File: config.mk
export PLATFORM = sky130hd
export DESIGN_NAME = sub_accumulate48
export DESIGN_NICKNAME = d
export VERILOG_FILES = /design/src/rtl/sub_accumulate48_pkg.sv /design/src/rtl/term_cond48.sv /design/src/rtl/sub_accumulate48.sv
export SDC_FILE = /design/constraint.sdc
export NUM_CORES = 1
export LEC_CHECK = 0
export ABC_AREA = 1
export CAP_MARGIN = 20
export CORE_MARGIN = 2
export CORE_UTILIZATION = 60
export CTS_CLUSTER_DIAMETER = 150
export DETAILED_ROUTE_END_ITERATION = 10
export PLACE_DENSITY = 0.9
export SETUP_SLACK_MARGIN = 0.05
export SLEW_MARGIN = 40
export SYNTH_ARGS = -nofsm -noshare
export SYNTH_HDL_FRONTEND = slang
export SYNTH_SLANG_ARGS = --single-unit
File: constraint.sdc
create_clock -name clk -period 8.8 [get_ports clk]
set_input_delay 0.88 -clock clk [delete_from_list [all_inputs] [get_ports clk]]
set_output_delay 0.88 -clock clk [all_outputs]
set_load 0.01 [all_outputs]
File: src/rtl/sub_accumulate48_pkg.sv
`default_nettype none
// ============================================================================
// Module      : sub_accumulate48_pkg
// Description : Shared widths and FSM encoding for the signed accumulation stage.
// Revision    : 1.0 - initial release
// ============================================================================
package sub_accumulate48_pkg;

    localparam int ACC_W_DEF = 48;
    localparam int IN_W_DEF  = 32;
    localparam int CNT_W     = 16;

    localparam logic [0:0] ST_ACC  = 1'b0;
    localparam logic [0:0] ST_HOLD = 1'b1;

endpackage
`default_nettype wire

File: src/rtl/term_cond48.sv
`default_nettype none
// ============================================================================
// Module      : term_cond48
// Description : Sign-extends a term to accumulator width and optionally negates it.
// Revision    : 1.0 - initial release
// ============================================================================
module term_cond48 #(
    parameter int IN_W  = 32,
    parameter int ACC_W = 48
) (
    input  logic [IN_W-1:0]  i_data,
    input  logic             i_sub,
    output logic [ACC_W-1:0] o_term
);

    logic [ACC_W-1:0] w_ext;

    // Negation happens after extension, so the most negative input becomes a positive value.
    assign w_ext  = {{(ACC_W-IN_W){i_data[IN_W-1]}}, i_data};
    assign o_term = i_sub ? (~w_ext + ACC_W'(1)) : w_ext;

endmodule
`default_nettype wire

File: src/rtl/sub_accumulate48.sv
`default_nettype none
// ============================================================================
// Module      : sub_accumulate48
// Description : Batched signed accumulator with sticky overflow and valid/ready result.
// Revision    : 1.0 - initial release
// ============================================================================
module sub_accumulate48
    import sub_accumulate48_pkg::*;
#(
    parameter int N_TERMS = 4,
    parameter int IN_W    = IN_W_DEF,
    parameter int ACC_W   = ACC_W_DEF
) (
    input  logic             clk,
    input  logic             rst,
    input  logic             in_valid,
    output logic             in_ready,
    input  logic [IN_W-1:0]  in_data,
    input  logic             in_sub,
    input  logic             in_last,
    output logic             out_valid,
    input  logic             out_ready,
    output logic [ACC_W-1:0] out_data,
    output logic             out_ovf,
    output logic [CNT_W-1:0] out_count
);

    logic [0:0]       r_state_q, w_state_d;
    logic [ACC_W-1:0] r_acc_q, w_acc_d;
    logic [CNT_W-1:0] r_cnt_q, w_cnt_d;
    logic             r_ovf_q, w_ovf_d;
    logic [ACC_W-1:0] r_out_data_q, w_out_data_d;
    logic             r_out_ovf_q, w_out_ovf_d;
    logic [CNT_W-1:0] r_out_count_q, w_out_count_d;

    logic [ACC_W-1:0] w_term;
    logic [ACC_W-1:0] w_sum;
    logic [CNT_W-1:0] w_cnt_inc;
    logic             w_ovf_new;
    logic             w_accept;
    logic             w_close;

    term_cond48 #(
        .IN_W  (IN_W),
        .ACC_W (ACC_W)
    ) u_term_cond (
        .i_data (in_data),
        .i_sub  (in_sub),
        .o_term (w_term)
    );

    assign w_sum     = r_acc_q + w_term;
    assign w_cnt_inc = r_cnt_q + CNT_W'(1);
    // Signed overflow: operands share a sign that the wrapped sum does not.
    assign w_ovf_new = r_ovf_q |
                       ((r_acc_q[ACC_W-1] == w_term[ACC_W-1]) &&
                        (w_sum[ACC_W-1] != r_acc_q[ACC_W-1]));
    assign w_accept  = (r_state_q == ST_ACC) && in_valid;
    assign w_close   = w_accept && (in_last || (w_cnt_inc == CNT_W'(N_TERMS)));

    always_comb begin
        w_state_d     = r_state_q;
        w_acc_d       = r_acc_q;
        w_cnt_d       = r_cnt_q;
        w_ovf_d       = r_ovf_q;
        w_out_data_d  = r_out_data_q;
        w_out_ovf_d   = r_out_ovf_q;
        w_out_count_d = r_out_count_q;

        if (w_close) begin
            w_out_data_d  = w_sum;
            w_out_ovf_d   = w_ovf_new;
            w_out_count_d = w_cnt_inc;
            w_acc_d       = '0;
            w_cnt_d       = '0;
            w_ovf_d       = 1'b0;
            w_state_d     = ST_HOLD;
        end else if (w_accept) begin
            w_acc_d = w_sum;
            w_cnt_d = w_cnt_inc;
            w_ovf_d = w_ovf_new;
        end else if ((r_state_q == ST_HOLD) && out_ready) begin
            w_state_d = ST_ACC;
        end
    end

    always_ff @(posedge clk or posedge rst) begin
        if (rst) begin
            r_state_q     <= ST_ACC;
            r_acc_q       <= '0;
            r_cnt_q       <= '0;
            r_ovf_q       <= 1'b0;
            r_out_data_q  <= '0;
            r_out_ovf_q   <= 1'b0;
            r_out_count_q <= '0;
        end else begin
            r_state_q     <= w_state_d;
            r_acc_q       <= w_acc_d;
            r_cnt_q       <= w_cnt_d;
            r_ovf_q       <= w_ovf_d;
            r_out_data_q  <= w_out_data_d;
            r_out_ovf_q   <= w_out_ovf_d;
            r_out_count_q <= w_out_count_d;
        end
    end

    // Ready is a pure function of state, masked only while reset is held.
    assign in_ready  = (r_state_q == ST_ACC) && !rst;
    assign out_valid = (r_state_q == ST_HOLD);
    assign out_data  = r_out_data_q;
    assign out_ovf   = r_out_ovf_q;
    assign out_count = r_out_count_q;

endmodule
`default_nettype wire

# Yosys cells after proc, flatten, opt, wreduce, memory -nomap -nowiden
# Cells that the tools add are included.
word_totals:
  reg_bits: 131
  elab_cells: 37
op_classes:
  add_sub_neg: 3
  eq_ne: 4
  n_mux: 10
  n_bitwise: 3
  n_reduce_logical: 10
op_table:
  columns: ["operator", "n"]
  rows:
  - ["$mux 48", 3]
  - ["$add 48x1->48 const B", 1]
  - ["$add 48x48->48", 1]
  - ["$not 48->48", 1]
  - ["$mux 16", 2]
  - ["$add 16x1->16 const B", 1]
  - ["$eq 16x3->1 const B", 1]
  - ["$logic_and 1x1->1", 5]
  - ["$mux 1", 5]
  - ["$reduce_bool 2->1", 2]
  - ["$ne 2x1->1 const B", 1]
  - ["$reduce_and 2->1", 1]
  - ["$eq 1x1->1", 1]
  - ["$logic_not 1->1", 1]
  - ["$logic_or 1x1->1", 1]
  - ["$ne 1x1->1", 1]
  - ["$not 1->1", 1]
  - ["$or 1x1->1", 1]

# Logic depth before layout (Yosys ltp)
# Gate-level depths: netlist of the first run.
logic_depth:
  depth_word: 9
  ltp_mapped: 25
  depth_no_buf: 25

# Modules after synthesis
# A second synthesis of the first run with hierarchy kept.
unflattened:
  cells_unflattened: 1692
  area_unflattened_um2: 10487.6
by_module_without_submodules:
  columns: ["mod", "n_inst", "cells_per_inst", "area_per_inst_um2", "seq_area_each_um2"]
  rows:
  - ["sub_accumulate48", 1, 1471, 9346.5, 3278.1]
  - ["term_cond48", 1, 221, 1141.1, 0.0]

# Least setup slack after synthesis of the first run
# OpenSTA, ideal clock, no wires.
synth_path:
  path_kind: "input-to-reg"
  startpoint: "input in_data[0]"
  endpoint: "register r_out_data_q[47] (netlist: out_data[47])"
  t_arrival_ns: 3.748
  required_time_ns: 8.684
  setup_slack_ns: 4.935
  stages: 23
  path_buffers: 0
  path_cell_list: "inv_1 ha_1 nand4_1 nor3_1 inv_1 nor2_1 nand4_1 nor3_1 nor3_1 ha_1 nand2_1 inv_1 nand2_1 nor3_1 nand2_1 nor2_1 nand2_1 nand3_1 inv_1 nand2_1 nand2_1 nand2_1 nand2_1"
synth_between:
  elab_chain_len: 4
synth_rtl:
  columns: ["item", "line_no", "rtl"]
  rows:
  - ["start: declaration", "sub_accumulate48.sv:18", "input logic [IN_W-1:0] in_data,"]
  - ["$not 48->48", "term_cond48.sv:20", "assign o_term = i_sub ? (~w_ext + ACC_W'(1)) : w_ext;"]
  - ["$add 48x1->48", "term_cond48.sv:20", null]
  - ["$mux 48 *", "term_cond48.sv:20", null]
  - ["$add 48x48->48 *", "sub_accumulate48.sv:52", "assign w_sum = r_acc_q + w_term;"]
  - ["end signal: assignment", "sub_accumulate48.sv:101", "r_out_data_q <= w_out_data_d;"]
  - ["end: declaration", "sub_accumulate48.sv:32", "logic [ACC_W-1:0] r_out_data_q, w_out_data_d;"]
# Every way passes the cells marked *; elsewhere a longest branch is shown, timed or not.
# A chain may end at the register's enable or synchronous reset.

# Final worst setup path of the first run
layout_path:
  startpoint: "input in_data[0]"
  endpoint: "register r_acc_q[35]"
layout_between:
  elab_chain_len: 6
layout_rtl:
  columns: ["item", "line_no", "rtl"]
  rows:
  - ["$not 48->48", "term_cond48.sv:20", null]
  - ["$add 48x1->48", "term_cond48.sv:20", null]
  - ["$mux 48 *", "term_cond48.sv:20", null]
  - ["$add 48x48->48 *", "sub_accumulate48.sv:52", null]
  - ["$mux 48 *", "sub_accumulate48.sv:78", "end else if (w_accept) begin"]
  - ["$mux 48 *", "sub_accumulate48.sv:70", "if (w_close) begin"]
  - ["end signal: assignment", "sub_accumulate48.sv:98", "r_acc_q <= w_acc_d;"]
  - ["end: declaration", "sub_accumulate48.sv:29", "logic [ACC_W-1:0] r_acc_q, w_acc_d;"]
# Every way passes the cells marked *; elsewhere a longest branch is shown, timed or not. The select of a mux whose other input is x is not followed.

==> results of run 1 <==
[final timing paths]
kind,startpoint,endpoint,slack (ps),depth (start not counted)
worst max-delay path,in_data[0],r_acc_q[35],4120,22
worst min-delay path,out_count[5],out_count[5],470,2
worst max register to register,out_valid,r_cnt_q[1],5720,9
worst min register to register,out_count[5],out_count[5],470,2
max in group asynchronous,rst,r_acc_q[25],6770,3
min in group asynchronous,rst,out_count[2],940,2
[metal layers]
metal / up-vias / wire length (um) / global-route usage (%)
met5: - / 0 / 0
met1: 5236 / 14000 / 51.5
met3: 96 / 3530 / 7.90
met4: 0 / 952 / 11.6
met2: 584 / 16000 / 62.4
li1: 5418 / - / -
[metrics by stage]
stage / instances / instance area, um2
after global placement: 1997 / 11700
after detailed placement: 1997 / 11700
after floorplan: 1695 / 10500
final: 2029 / 12300
after CTS: 2029 / 12300
after global routing: 2029 / 12300
[power by group]
group          switching, mW  internal, mW
sequential             0.165         0.819
clock                  0.331         0.404
combinational           1.43         0.782
total                   1.93          2.01
[critical path, stage by stage]
cell and delay (ps):
clkdlybuf4s50_1 440, inv_1 120, ha_1 210, nand4_1 150, nor3_1 470, inv_1 80
nor2_1 250, nand4_1 160, nor3_1 170, buf_4 220, nor3_1 70, ha_1 400
nand2_1 140, nor2_1 220, nand2_1 150, nor3_1 270, nand4_1 220, nand3_1 140
nand2_1 60, nand2_1 80, nand2_1 60, nand2_1 80
[layout make-up]
| cell class | instances | area (um2) | share of cell area [%] |
|---|---|---|---|
| multi-input combinational | 1293 | 6120 | 49.9 |
| timing repair buffer | 112 | 1100 | 8.98 |
| sequential | 131 | 3280 | 26.7 |
| tap | 225 | 282 | 2.30 |
| clock buffer | 17 | 425 | 3.47 |
| clock inverter | 15 | 165 | 1.35 |
| inverter | 236 | 896 | 7.30 |
[logic make-up after synthesis]
family,synth area share [%]
AOI/OAI and AO/OA,3.75
xor gates and xnor gates,5.18
adders and majority gates,6.28
buffers and inverters,10.4
DFF,31.3
and+or+nand+nor,43.1
[registers in the layout, summed over array words and instances, names as in the netlist]
| name | count |
|---|---|
| out_data | 48 |
| r_acc_q | 48 |
| out_ovf | 1 |
| out_count | 16 |
| out_valid | 1 |
| r_ovf_q | 1 |
| r_cnt_q | 16 |
[cell usage in the layout (no fill, tap or decap)]
cell type | netlist | layout
clkinv_1 | 1 | 1
a21oi_1 | 32 | 32
clkdlybuf4s50_1 | 0 | 104
nand4_1 | 32 | 32
inv_2 | 4 | 3
o21bai_1 | 8 | 8
and2_1 | 7 | 7
buf_4 | 1 | 8
nor4_1 | 3 | 3
o21ai_0 | 27 | 27
a31oi_1 | 3 | 3
clkbuf_16 | 0 | 17
xor2_1 | 40 | 40
inv_4 | 0 | 1
nor2_1 | 138 | 138
a21oi_2 | 1 | 1
bufinv_16 | 0 | 1
ha_1 | 51 | 51
clkinvlp_4 | 0 | 2
clkinv_4 | 0 | 3
nor2_2 | 3 | 3
nand2_1 | 768 | 767
xnor2_1 | 22 | 22
inv_1 | 231 | 230
nand3b_1 | 17 | 17
or2_2 | 1 | 1
nand2_2 | 2 | 3
inv_6 | 0 | 3
nor2_4 | 2 | 2
fa_1 | 1 | 1
nand3_1 | 108 | 108
o21ai_1 | 2 | 2
inv_8 | 0 | 7
nand3_2 | 1 | 1
dfrtp_1 | 131 | 131
nor3_1 | 24 | 24
==> flow_summary.yaml, run 1 <==
clock_network:
  clkSinkCount: 131
  post-cts-setup-buffers: 0
  path_clk_slew_ps: 60
  worstSkewPairLatency_ps: 440
  cts_resized: 0
  hold_buffers: 0
  cts_buffers: 17
  cts_tree: "done"
  cts_buffer_depth: 2
  root_buffer: "clkbuf_16"
  htree_levels: 4
logic_synthesis:
  yosysTopAreaCellShare_pct: 31.3
  synth_top_flop_cell: "dfrtp_1"
  synth_seq_area_share_pct: 31.3
  syn_area_per_cell_um2: 6.18
  synth_most_common_cell: "nand2_1"
  synth_cell_types: 31
  synth-edff-count: 0
  synth_top_area_cell: "dfrtp_1"
  synth_area_leaders: "dfrtp_1 31%, nand2_1 28%, inv_1 8.3%"
  ys_warn_count: 0
  async_reset_ff_share_pct: 100
  synthTopCellsByCount: "768 x nand2_1, 231 x inv_1, 138 x nor2_1, 131 x dfrtp_1, 108 x nand3_1"
  ys_ff_latch: 131
  syn_inst: 1695
  synth.net_count: 1785
  syn_area_um2: 10500
outcome:
  status: "finished, final reports clean"
sta:
  fin_crit_ps: 4680
  rsz0062_at_grt: "false"
  worst_slack_ps: 4120
  final.setup.tns_ps: 0
  fmax_mhz: 214
  fin_worst_skew_ps: 9.87
  tightestPinTransition_ps: 830
  timing.final.crit_share_pct: 53.2
  setup_viol: 0
  maxSlewViolCount: 0
  hold_ws_ps: 471
  finalHoldViolations: 0
  slew_headroom_pct: 44.6
power:
  total_power_mw: 3.93
  power_density_nw_per_um2: 320
  ir_drop_mv: 0.203
  leakage_nw: 6.84
final_layout:
  nets: 1881
  area_growth_pct: 17.0
  drive_gt1_share_pct: 3.10
  fillers: 1491
  fin_util_pct: 71.4
  antenna_cells: 0
floorplan:
  rows: 48
  die_height_um: 136
  core_um2: 17200
  die_w_um: 136
  dieArea_um2: 18500
  start_util_pct: 61.0
  num_io_pins: 105
detailed_routing:
  drc: 0
  drt-initial-drc-count: 1156
  vias_per_cell: 5.59
  dr.pass1.iters: 8
  ant_nets: 0
  vias: 11300
  totalWireLength_mm: 34.5
  wl_per_cell_um: 17.0
grt:
  grt_max_degree: 85
  grt_pass1_wl_mm: 54.7
  antenna_found_initial: 0
  grt-ovfl-total: 0
  grt_pass1_vias: 10600
  grt_usage_pct: 38.4
placed_design:
  place.gp.congestion: 1.02
  io_buffers: 104
  dp_hpwl_mm: 25.6
  pre_cts_ws_ps: 3810
critical_path:
  crit_path_end_kind: "flip-flop"
  critPathLaunchType: "primary input"
  cp.required_ps: 9170
  cp_data_arrival_time_ps: 5050
  crit_path_max_fanout: 8
  critPathKind: "in2reg"
job:
  maxCapViolations: 0
worst_hold_path:
  hp-class: "reg2reg"
(Power assumes the default switching activity.)
==> run 2: changes to the inputs <==
--- a/config.mk
+++ b/config.mk
@@ -8,10 +8,10 @@
 export ABC_AREA = 1
 export CAP_MARGIN = 20
 export CORE_MARGIN = 2
-export CORE_UTILIZATION = 60
+export CORE_UTILIZATION = 53
 export CTS_CLUSTER_DIAMETER = 150
 export DETAILED_ROUTE_END_ITERATION = 10
-export PLACE_DENSITY = 0.9
+export PLACE_DENSITY = 0.85
 export SETUP_SLACK_MARGIN = 0.05
 export SLEW_MARGIN = 40
 export SYNTH_ARGS = -nofsm -noshare
==> constraint.sdc (replaced) <==
create_clock -name clk -period 4.15 [get_ports clk]
set_input_delay 0.415 -clock clk [delete_from_list [all_inputs] [get_ports clk]]
set_output_delay 0.415 -clock clk [all_outputs]
set_load 0.01 [all_outputs]
==> run 2 against run 1 <==
Compared with the run above: routed wire length is 1.1% lower; design area is 4.4% higher; worst hold slack worse by 3.4 ps; global-route usage is 4.6 points lower; power is 120% higher; non-clock buffer count is 62 higher; clock power is 100% higher; clock-buffer cell count stayed put; combinational power is 130% higher; sequential share of layout area is 1.1 points lower; largest cell class unchanged; highest routed layer unchanged; first-iteration DRC count is 18% lower; via count is 0.97% lower.
==> flow_summary.yaml, run 2 (synthesis results as in run 1) <==
power:
  ir_drop_mv: 0.341
  leakage_nw: 7.13
  power_density_nw_per_um2: 680
  total_power_mw: 8.70
outcome:
  status: "finished, final reports clean"
sta:
  rsz0062_at_grt: "false"
  fmax_mhz: 265
  fin_crit_ps: 3780
  slew_headroom_pct: 47.8
  finalHoldViolations: 0
  worst_slack_ps: 371
  setup_viol: 0
  timing.final.crit_share_pct: 91.1
  fin_worst_skew_ps: 12.8
  maxSlewViolCount: 0
  tightestPinTransition_ps: 784
  hold_ws_ps: 468
final_layout:
  antenna_cells: 0
  nets: 1943
  multi_input_area_um2: 6160
  final_common_cell: "nand2_1"
  area_growth_pct: 22.2
  drive_gt1_share_pct: 6.81
  fillers: 1793
  layout_common_cells: "767 x nand2_1, 230 x inv_1, 133 x nor2_1"
  seq_area_um2: 3280
critical_path:
  cp.required_ps: 4520
  critPathKind: "in2reg"
  crit_path_max_fanout: 8
  worst_path_most_repeated_cell: "nand2_1"
  crit_path_end_kind: "flip-flop"
  critPathLaunchType: "primary input"
  reg2reg_depth: 14
  crit_slowest_cell: "clkdlybuf4s50_1"
  max_stage_delay_ps: 460
  regToRegEndpoint: "r_acc_q[31]"
  path_cells: "clkdlybuf4s50_1, inv_1, ha_1, nand4_1, nor3_1, buf_4, inv_1, nor2_1, nand4_1, nor3_1, buf_4, nor3_1, ha_1, inv_1, o21bai_1, a21oi_1, nand2_1, a21oi_1, nand3_1, inv_1, nand2_1, nand2_1, nand2_1, nand2_1"
  ff2ff_setup_slack_ps: 900
  cp_data_arrival_time_ps: 4150
  reg2reg_from: "r_cnt_q[0]"
detailed_routing:
  wl_met2_mm: 15.6
  drt-initial-drc-count: 943
  dr.pass1.iters: 7
  ant_nets: 0
  wl_met3_mm: 2.57
  drc: 0
  totalWireLength_mm: 34.2
  wl_met1_mm: 15.0
  vias: 11200
  topRoutingLayerUsed: "met4"
  vias_per_cell: 5.27
  wl_per_cell_um: 16.0
grt:
  grt_pass1_wl_mm: 54.2
  antenna_found_initial: 0
  grt_usage_pct: 33.8
  grt_max_degree: 66
  grt_pass1_vias: 10500
  grt-ovfl-total: 0
placed_design:
  place.gp.congestion: 0.962
  dp_hpwl_mm: 27.1
  pre_cts_ws_ps: -137
  io_buffers: 104
clock_network:
  cts_buffer_depth: 2
  cts_buffers: 17
  root_buffer: "clkbuf_16"
  worstSkewPairLatency_ps: 440
  path_clk_slew_ps: 70
  hold_buffers: 0
  htree_levels: 4
  cts_tree: "done"
  clkSinkCount: 131
floorplan:
  die_w_um: 145
  die_height_um: 145
  rows: 51
  core_um2: 19500
  dieArea_um2: 20900
  num_io_pins: 105
  start_util_pct: 53.8
job:
  maxCapViolations: 0
worst_hold_path:
  hp-class: "in2async"
==> run 2: stage by stage <==
step                cell area [um2]  utilization, %  TNS [ps]  cells
finish                        12800            65.8         0   2131
global route                  12800            65.8         0   2131
CTS                           12700            65.5         0   2129
detailed placement            12200            62.6      -454   2097
global placement              12200            62.6      -383   2097
floorplan                     10500               -         0   1695
==> run 2: power breakdown <==
part,internal [mW],total [mW],leakage (nW),switching [mW]
Clock,0.792,1.47,0.271,0.683
Sequential,1.74,2.05,1.71,0.316
Combinational,2.01,5.17,5.15,3.17
==> run 2: critical path: cells and delay by family <==
family                     cells  cell delay [ps]
and+or+nand+nor               12             1390
buffers and inverters          7             1190
adders and majority gates      2              600
AOI/OAI and AO/OA              3              560
==> run 2: cell type report <==
type | count | share of cell area (%)
clock buffers | 17 | 3.32
clock inverters | 15 | 1.10
inverters | 236 | 6.94
multi-input cells | 1293 | 48.1
flip-flops and latches | 131 | 25.6
well taps | 265 | 2.59
repair buffers | 174 | 12.3
==> run 2: worst max-delay path by stage <==
stage,from,end,slack (ps),depth (start not counted)
2_1_floorplan,rst,out_count[0],240,1
3_3_place_gp,in_data[0],r_acc_q[27],-160,23
3_5_place_dp,in_data[0],r_acc_q[27],-140,23
4_1_cts,in_data[0],out_data[27],250,23
5_1_grt,in_data[0],out_data[47],30,26
6_report,in_data[0],out_data[47],370,24
==> run 2: repair_timing <==
item,CTS,global route
resized for setup,0,11
buffers inserted,0,2
hold endpoints to repair,0,0
setup endpoints to repair,0,15
==> run 2: layer usage <==
layer / up-vias / GRT usage (%)
met2: 449 / 55.2
li1: 5543 / -
met4: 0 / 11.2
met1: 5157 / 45.1
met3: 75 / 6.52
met5: - / 0
==> run 3: changes to the inputs <==
--- a/config.mk
+++ b/config.mk
@@ -13,6 +13,7 @@
 export DETAILED_ROUTE_END_ITERATION = 10
 export PLACE_DENSITY = 0.85
 export SETUP_SLACK_MARGIN = 0.05
+export SKIP_CTS_REPAIR_TIMING = 1
 export SLEW_MARGIN = 40
 export SYNTH_ARGS = -nofsm -noshare
 export SYNTH_HDL_FRONTEND = slang
==> results of run 3 <==
Same layout as run 2: the final DEF is identical, and so are final timing and power.
